[src/rtl/mem_arb_pkg.sv]
// Shared types and defaults for the IF/DM unified-memory port arbiter.
package mem_arb_pkg;

  localparam int ARB_ADDR_W     = 32;
  localparam int ARB_DATA_W     = 32;
  localparam int ARB_MEM_LAT    = 2;
  localparam int ARB_STARVE_MAX = 4;

  typedef enum logic [1:0] {
    IDLE  = 2'd0,
    ISSUE = 2'd1,
    WAIT  = 2'd2
  } arb_state_e;

  typedef enum logic {
    OWN_IF = 1'b0,
    OWN_DM = 1'b1
  } arb_owner_e;

  // Bits needed to hold values 0..maxval (never less than one bit).
  function automatic int cnt_width(input int maxval);
    return (maxval < 1) ? 1 : $clog2(maxval + 1);
  endfunction

endpackage

[src/rtl/mem_arb_starve_ctr.sv]
// Counts DM grants made while IF is waiting; forces the next grant to IF at STARVE_MAX.
module mem_arb_starve_ctr
  import mem_arb_pkg::*;
#(
  parameter int STARVE_MAX = ARB_STARVE_MAX
) (
  input  logic clk_i,
  input  logic rst_ni,
  input  logic dm_grant_i,
  input  logic if_grant_i,
  input  logic if_req_i,
  input  logic idle_entry_i,
  output logic force_if_o
);

  localparam int CNT_W = cnt_width(STARVE_MAX);

  logic [CNT_W-1:0] cnt_q;

  always_ff @(posedge clk_i or negedge rst_ni) begin
    if (!rst_ni) begin
      cnt_q <= '0;
    end else if (if_grant_i || (idle_entry_i && !if_req_i)) begin
      cnt_q <= '0;
    end else if (dm_grant_i && if_req_i && !force_if_o) begin
      cnt_q <= cnt_q + 1'b1;
    end
  end

  assign force_if_o = (cnt_q == CNT_W'(STARVE_MAX));

endmodule

[src/rtl/mem_port_arbiter.sv]
// Arbitrates IF and DM stages onto one single-port synchronous memory, one transaction at a time.
// Optional IF anti-starvation counter is enabled by defining ARB_FAIRNESS_EN.
module mem_port_arbiter
  import mem_arb_pkg::*;
#(
  parameter int ADDR_W     = ARB_ADDR_W,
  parameter int DATA_W     = ARB_DATA_W,
  parameter int MEM_LAT    = ARB_MEM_LAT,
  parameter int STARVE_MAX = ARB_STARVE_MAX
) (
  input  logic              clk_i,
  input  logic              rst_ni,
  input  logic              if_req_i,
  input  logic [ADDR_W-1:0] if_addr_i,
  output logic [DATA_W-1:0] if_rdata_o,
  output logic              if_ready_o,
  output logic              if_stall_o,
  input  logic              dm_req_i,
  input  logic              dm_we_i,
  input  logic [ADDR_W-1:0] dm_addr_i,
  input  logic [DATA_W-1:0] dm_wdata_i,
  output logic [DATA_W-1:0] dm_rdata_o,
  output logic              dm_ready_o,
  output logic              dm_stall_o,
  output logic              mem_en_o,
  output logic              mem_we_o,
  output logic [ADDR_W-1:0] mem_addr_o,
  output logic [DATA_W-1:0] mem_wdata_o,
  input  logic [DATA_W-1:0] mem_rdata_i
);

  localparam int LAT_W = cnt_width(MEM_LAT - 1);

  arb_state_e        state_q;
  arb_owner_e        owner_q;
  logic [ADDR_W-1:0] addr_q;
  logic              we_q;
  logic [DATA_W-1:0] wdata_q;
  logic [LAT_W-1:0]  cnt_q;
  logic              mem_en_q;
  logic              mem_we_q;
  logic              if_ready_q;
  logic              dm_ready_q;
  logic [DATA_W-1:0] if_rdata_q;
  logic [DATA_W-1:0] dm_rdata_q;

  logic              force_if;
  logic              start_d;
  logic              grant_dm_d;
  arb_owner_e        owner_d;
  logic [ADDR_W-1:0] addr_d;
  logic              we_d;
  logic [DATA_W-1:0] wdata_d;
  logic              done;

  assign start_d    = (state_q == IDLE) && (if_req_i || dm_req_i);
  assign grant_dm_d = dm_req_i && !(force_if && if_req_i);
  assign done       = (state_q == WAIT) && (cnt_q == '0);

  always_comb begin
    owner_d = OWN_IF;
    addr_d  = if_addr_i;
    we_d    = 1'b0;
    wdata_d = '0;
    if (grant_dm_d) begin
      owner_d = OWN_DM;
      addr_d  = dm_addr_i;
      we_d    = dm_we_i;
      wdata_d = dm_wdata_i;
    end
  end

`ifdef ARB_FAIRNESS_EN
  logic dm_grant;
  logic if_grant;

  assign dm_grant = start_d && grant_dm_d;
  assign if_grant = start_d && !grant_dm_d;

  mem_arb_starve_ctr #(
    .STARVE_MAX (STARVE_MAX)
  ) u_starve_ctr (
    .clk_i        (clk_i),
    .rst_ni       (rst_ni),
    .dm_grant_i   (dm_grant),
    .if_grant_i   (if_grant),
    .if_req_i     (if_req_i),
    .idle_entry_i (done),
    .force_if_o   (force_if)
  );
`else
  // Strict DM priority: IF is never forced ahead of a pending DM request.
  assign force_if = 1'b0 & (STARVE_MAX > 0);
`endif

  always_ff @(posedge clk_i or negedge rst_ni) begin
    if (!rst_ni) begin
      state_q    <= IDLE;
      owner_q    <= OWN_IF;
      addr_q     <= '0;
      we_q       <= 1'b0;
      wdata_q    <= '0;
      cnt_q      <= '0;
      mem_en_q   <= 1'b0;
      mem_we_q   <= 1'b0;
      if_ready_q <= 1'b0;
      dm_ready_q <= 1'b0;
      if_rdata_q <= '0;
      dm_rdata_q <= '0;
    end else begin
      if_ready_q <= 1'b0;
      dm_ready_q <= 1'b0;
      case (state_q)
        IDLE: begin
          if (start_d) begin
            owner_q  <= owner_d;
            addr_q   <= addr_d;
            we_q     <= we_d;
            wdata_q  <= wdata_d;
            mem_en_q <= 1'b1;
            mem_we_q <= we_d;
            state_q  <= ISSUE;
          end
        end
        ISSUE: begin
          mem_en_q <= 1'b0;
          mem_we_q <= 1'b0;
          cnt_q    <= LAT_W'(MEM_LAT - 1);
          state_q  <= WAIT;
        end
        WAIT: begin
          if (cnt_q == '0) begin
            // Writes complete with a ready pulse but leave dm_rdata untouched.
            if (owner_q == OWN_DM) begin
              dm_ready_q <= 1'b1;
              if (!we_q) dm_rdata_q <= mem_rdata_i;
            end else begin
              if_ready_q <= 1'b1;
              if_rdata_q <= mem_rdata_i;
            end
            state_q <= IDLE;
          end else begin
            cnt_q <= cnt_q - 1'b1;
          end
        end
        default: state_q <= IDLE;
      endcase
    end
  end

  assign mem_en_o    = mem_en_q;
  assign mem_we_o    = mem_we_q;
  assign mem_addr_o  = addr_q;
  assign mem_wdata_o = wdata_q;
  assign if_ready_o  = if_ready_q;
  assign dm_ready_o  = dm_ready_q;
  assign if_rdata_o  = if_rdata_q;
  assign dm_rdata_o  = dm_rdata_q;
  assign if_stall_o  = if_req_i && !if_ready_q;
  assign dm_stall_o  = dm_req_i && !dm_ready_q;

endmodule

[config.mk]
export PLATFORM = sky130hd
export DESIGN_NAME = mem_port_arbiter
export DESIGN_NICKNAME = d
export VERILOG_FILES = /design/src/rtl/mem_arb_pkg.sv /design/src/rtl/mem_arb_starve_ctr.sv /design/src/rtl/mem_port_arbiter.sv
export SDC_FILE = /design/constraint.sdc
export NUM_CORES = 1
export LEC_CHECK = 0
export ABC_AREA = 1
export BUFFER_PORTS_ARGS = -buffer_cell sky130_fd_sc_hd__buf_2
export CORE_MARGIN = 8
export CORE_UTILIZATION = 50
export DETAILED_ROUTE_END_ITERATION = 8
export GPL_ROUTABILITY_DRIVEN = 0
export HOLD_SLACK_MARGIN = 0.1
export PLACE_DENSITY = 0.92
export SLEW_MARGIN = 20
export SYNTH_ARGS = -nofsm -noshare
export SYNTH_HDL_FRONTEND = slang
export SYNTH_SLANG_ARGS = --single-unit
[constraint.sdc]
create_clock -name clk_i -period 2.15 [get_ports clk_i]
set_input_delay 0.1075 -clock clk_i [delete_from_list [all_inputs] [get_ports clk_i]]
set_output_delay 0.1075 -clock clk_i [all_outputs]
set_load 0.01 [all_outputs]
==> results of run 1 <==
area by class of cell:
| class | count | area (sq um) |
|---|---|---|
| clock buffers | 19 | 432.9 |
| repair buffers | 406 | 2779 |
| multi-input cells | 456 | 1864 |
| diodes | 2 | 5.005 |
| flip-flops and latches | 137 | 3428 |
| inverters | 42 | 161.4 |
| fillers | 585 | 1898 |
| well taps | 140 | 175.2 |
| clock inverters | 13 | 191.4 |
cells by family (layout without fill, tap and decap cells):
logic type | count (synthesis) | in the layout | synth area share
and+or+nand+nor | 384 | 384 | 0.2579
DFF | 137 | 137 | 0.6086
buffers and inverters | 75 | 480 | 0.06219
AOI/OAI and AO/OA | 67 | 67 | 0.06019
adders and majority gates | 5 | 5 | 0.01111
other | 0 | 2 | 0
how the worst min path moves through the flow:
stage | depth (start not counted) | slack (ps) | startpoint | endpoint
floorplan | 0 | -190 | rst_ni | cnt_q
global placement | 1 | 100 | rst_ni | mem_wdata_o[19]
detailed placement | 1 | 100 | rst_ni | mem_wdata_o[11]
CTS | 5 | 210 | if_req_i | state_q[0]
global route | 5 | 250 | if_req_i | state_q[0]
finish | 5 | 240 | if_req_i | state_q[0]
registers in the layout, indices dropped and copies added, names as in the netlist:
register and flops:
mem_en_o 1, mem_addr_o 32, dm_ready_o 1, state_q 2, mem_wdata_o 32, if_ready_o 1, mem_we_o 1, cnt_q 1
owner_q 1, dm_rdata_o 32, we_q 1, if_rdata_o 32
per-stage QoR:
step | total power [uW] | worst slack, ps
finish | 12100 | -39.61
global route | 12840 | -96.13
CTS | 11900 | 100.7
detailed placement | 8584 | 562.7
global placement | 8377 | 591.4
floorplan | 6647 | 846.5
routing by layer:
layer,part of all wire,track usage,wire (um)
met5,0,0,0
met4,0.051,0.1729,1088
met3,0.086,0.08376,1827
met2,0.52,0.4920,11160
met1,0.34,0.2994,7231
power groups by stage:
stage / sequential (uW) / clock (uW) / combinational, uW
CTS: 4460 / 3120 / 4320
global route: 4660 / 3240 / 4930
global placement: 4450 / 0 / 3930
detailed placement: 4470 / 0 / 4110
floorplan: 5020 / 0 / 1630
finish: 4550 / 3080 / 4470
cells in the mapped netlist, drive strengths merged:
library cell  count  area share
clkbuf            8      0.0058
a21oi             1     0.00089
buf              25       0.028
o21ai            66       0.059
nor2              8      0.0058
clkinv            1     0.00067
dfrtp           137        0.61
nand3             2      0.0018
nand3b            1      0.0013
nand2           373        0.25
inv              41       0.027
ha                5       0.011
worst max-delay path: cells and delay by family:
kind                   cells  cell delay [ps]
buffers and inverters      4             1830
AND/OR/NAND/NOR            4              510
what timing repair did:
action | in CTS | in global routing
endpoints found under the setup margin | 0 | 32
gates resized for setup | 0 | 1
endpoints found under the hold margin | 223 | 0
hold buffers | 131 | 0
setup buffers | 0 | 0
==> metrics.yaml, run 1 <==
io_pins: 267
die_x_um: 122.1
r2r_cells: 6
power_frac_clock: 0.254
arrival_ps: 2470
setup_viol: 3
drt_pre_antenna_iters: 5
whs_ps: 239.0
htree_levels: 4
post-route-util: 0.8264
path_class: "in2reg"
leakage_uw: 0.005157
grt_pass1_vias: 6661
setup_ws_ps: -39.61
drt_drc_violations_left: 0
num_vias: 6184
worst-r2r-setup-slack_ps: 520
insertion_delay_ps: 390
timing.final.hold_violations: 0
hold_class: "in2reg"
dieHeight_um: 122.1
p_sw_frac: 0.3772
start_util: 0.5151
synth_area_per_cell_sq_um: 8.432
endpoint_kind: "flop"
syn_area_sq_um: 5633
max_freq_ghz: 0.4567
cp-start-kind: "input port"
final_common_cell: "nand2_1"
combPwrFrac: 0.370
cts-root-buf: "clkbuf_16"
p_seq_frac: 0.376
final_cell_mix: "nand2_1, buf_2, dfrtp_1"
cts_tree: "yes"
seq_area_frac_synth: 0.6086
finalNonFillerCells: 1215
crit_slowest_cell: "dlygate4sd3_1"
powerDensity_nw_per_um2: 1339
cp_common_cell: "nand2_1"
drv_slew: 0
dp_cells: 1050
maxSlewHeadroom: 0.4663
cts_buffer_depth: 2
cts-buffers-inserted: 17
antenna_found_initial: 2
startpoint: "dm_req_i"
setup-tns-final_ps: -64.38
ir_worst_vdd_mv: 0.7818
cpPeakStageDelay_ps: 570
vias_per_cell: 5.090
clk_pin_slew_ps: 60
drtIter0Drc: 639
place_area_sq_um: 7093
syn_inst: 668
p_int_uw: 7534
worstReg2RegStart: "state_q[0]"
finalCriticalPeriod_ps: 2190
place_hpwl_mm: 12.04
crit_chain: "dlygate4sd3_1, buf_2, clkinvlp_4, nand2_1, nand2_1, dlygate4sd3_1, nand2_1, nand2_1"
yosysWarningCount: 0
rsz0062_at_grt: "yes"
dieArea_sq_um: 14920
totalWireLength_mm: 21.31
finClkSkew_ps: 13.17
fin_crit_sh: 1.018
status: "finished with violations"
maxCapViolCount: 0
clock_sinks: 137
violations: "setup timing"
netlist-cell-type-count: 18
grtUsageTotal: 0.2836
grt-ovfl-total: 0
syn-num-nets: 806
core-area_sq_um: 10940
design_area_sq_um: 9037
area_delta_synth_final_pct: 60.44
std_cell_rows: 38
worst-slew-pin-transition_ps: 797.5
layout.nets: 1198
grt_max_degree: 65
port_buffers: 266
crit_path_max_fanout: 33
endpoint: "mem_addr_o[6]"
switching_power_uw: 4563
layout-drive-gt1-share: 0.2889
post_drt_wl_per_cell_um: 17.54
timing.rr.end: "mem_wdata_o[13]"
grt_pass1_wl_mm: 33.20
ys_seq_elements: 137
cp.required_ps: 2430
ant_nets: 0
Power figures use the tool's default switching activity.
==> run 2, diff against run 1 <==
Settings changed: CTS_BUF_LIST from default to sky130_fd_sc_hd__clkbuf_4 sky130_fd_sc_hd__clkbuf_8.
==> run 2 against run 1 <==
Net effect: the run now ends clean; critical path depth stayed put; worst hold slack worse by 47 ps; combinational power barely moved; sequential power barely moved; cell area fell by 2.0%; first-iteration DRC count up 9.4%; die area unchanged; clock power is 24% lower; total power fell by 5.8%; via count increased by 1.0%; routed wire length is 3.0% higher; clock skew rose by 2.0 ps.
==> metrics.yaml, run 2 (same netlist as run 1, synthesis figures left out) <==
clk_pin_slew_ps: 80  # +20 ps
core-area_sq_um: 10940  # unchanged
grt_max_degree: 65  # unchanged
post-route-util: 0.8098  # -0.01659
grt-ovfl-total: 0  # unchanged
drv_slew: 0  # unchanged
worst-slew-pin-transition_ps: 802.2  # +4.678 ps
worst-r2r-setup-slack_ps: 450  # -70 ps
port_buffers: 266  # unchanged
cp.required_ps: 2470  # +40 ps
ant_nets: 0  # unchanged
cp_num_buf_inv: 4  # unchanged
clock_sinks: 137  # unchanged
insertion_delay_ps: 420  # +30 ps
worstReg2RegStart: "state_q[0]"
setup-tns-final_ps: 0  # +64.38 ps
crit_slowest_cell: "dlygate4sd3_1"
path_class: "in2reg"
arrival_ps: 2460  # about the same
place_hpwl_mm: 12.04  # unchanged
cts-root-buf: "clkbuf_8"
die_x_um: 122.1  # unchanged
std_cell_rows: 38  # unchanged
start_util: 0.5151  # unchanged
num_vias: 6246  # +1.0%
setup_viol: 0  # -3
powerDensity_nw_per_um2: 1286  # -3.9%
cpPeakStageDelay_ps: 590  # +20 ps
layout.nets: 1198  # unchanged
dieArea_sq_um: 14920  # unchanged
htree_levels: 4  # unchanged
drt_drc_violations_left: 0  # unchanged
final_cell_mix: "nand2_1, buf_2, dfrtp_1"
crit_chain: "dlygate4sd3_1, buf_2, clkinvlp_4, nand2_1, nand2_1, dlygate4sd3_1, nand2_1, nand2_1"
leakage_uw: 0.005077  # -1.6%
place_ws_ps: 562.7  # unchanged
r2r_cells: 7  # +1
cp_common_cell: "nand2_1"
ir_worst_vdd_mv: 0.7347  # -6.0%
finalCriticalPeriod_ps: 2143  # -46.81 ps
maxCapViolCount: 0  # unchanged
final_common_cell: "nand2_1"
fin_crit_sh: 0.9967  # -0.02177
totalWireLength_mm: 21.95  # +3.0%
grtUsageTotal: 0.2960  # +0.01245
timing.rr.end: "mem_addr_o[28]"
area_delta_synth_final_pct: 57.22
dieHeight_um: 122.1  # unchanged
cp-start-kind: "input port"
finClkSkew_ps: 15.12  # +1.950 ps
cts_buffer_depth: 2  # unchanged
cp_top_family: "buffers and inverters"
rsz0062_at_grt: "yes"
post_drt_wl_per_cell_um: 18.07  # +3.0%
setup_ws_ps: 7.194  # +46.81 ps
io_pins: 267  # unchanged
antenna_found_initial: 4  # +2
status: "complete, no violations"
vias_per_cell: 5.141  # +1.0%
cts-buffers-inserted: 17  # unchanged
grt_pass1_wl_mm: 34.05  # +2.6%
layout-drive-gt1-share: 0.2917  # +0.002796
maxSlewHeadroom: 0.4632  # -0.003130
total_power_uw: 11390  # -5.8%
max_freq_ghz: 0.4667  # +2.2%
endpoint_kind: "flop"
cts_tree: "yes"
timing.final.hold_violations: 0  # unchanged
crit_path_max_fanout: 33  # unchanged
grt_pass1_vias: 6763  # +1.5%
drtIter0Drc: 699  # +9.4%
hold_class: "in2async"
drt_pre_antenna_iters: 5  # unchanged
-- run 2: cell types whose count changed in the layout (fill, tap and decap cells not counted) --
cell       change
clkbuf_1       -2
nand2_1        -1
clkbuf_8      +17
clkbuf_4       +2
nand2_2        +1
clkbuf_16     -17
-- run 2: stage by stage --
stage | instance area, sq um | cells | hold slack, ps
after floorplan | 5633 | 668 | -188.1
after global placement | 7093 | 1050 | 98.00
after CTS | 8845 | 1213 | 176.9
after detailed placement | 7093 | 1050 | 101.3
after global routing | 8856 | 1215 | 237.2
final | 8856 | 1215 | 191.5
-- run 2: worst max-delay path by stage --
stage | start | end | slack, ps | cells after the start
2_1_floorplan | state_q[0] | dm_rdata_o[10] | 850 | 7
3_3_place_gp | state_q[0] | mem_en_o | 590 | 7
3_5_place_dp | state_q[0] | mem_we_o | 560 | 6
4_1_cts | dm_req_i | mem_addr_o[21] | 130 | 8
5_1_grt | dm_req_i | mem_addr_o[6] | -40 | 8
6_report | dm_req_i | mem_addr_o[14] | 7 | 8
-- run 2: layout make-up --
| class | instances | area [sq um] |
|---|---|---|
| flip-flops and latches | 137 | 3428 |
| diodes | 2 | 5.005 |
| repair buffers | 406 | 2779 |
| multi-input cells | 456 | 1867 |
| inverters | 42 | 161.4 |
| clock inverters | 13 | 191.4 |
| fillers | 606 | 2079 |
| well taps | 140 | 175.2 |
| clock buffers | 19 | 249.0 |
-- run 2: what timing repair did --
action,CTS,global route
hold buffers,131,0
setup endpoints to repair,0,32
hold endpoints to repair,268,0
resized for setup,0,2
buffers inserted,0,0
-- run 2: report_power, final --
| part | internal (uW) | switching (uW) |
|---|---|---|
| Sequential | 3800 | 758 |
| Clock | 1310 | 1030 |
| Combinational | 1770 | 2720 |
-- run 2: metal layers --
metal	share of wire	GRT usage	up-vias
met5	0.0014	0	-
li1	-	-	2815
met4	0.059	0.2178	4
met1	0.34	0.3031	2888
met3	0.087	0.09995	127
met2	0.52	0.4985	412
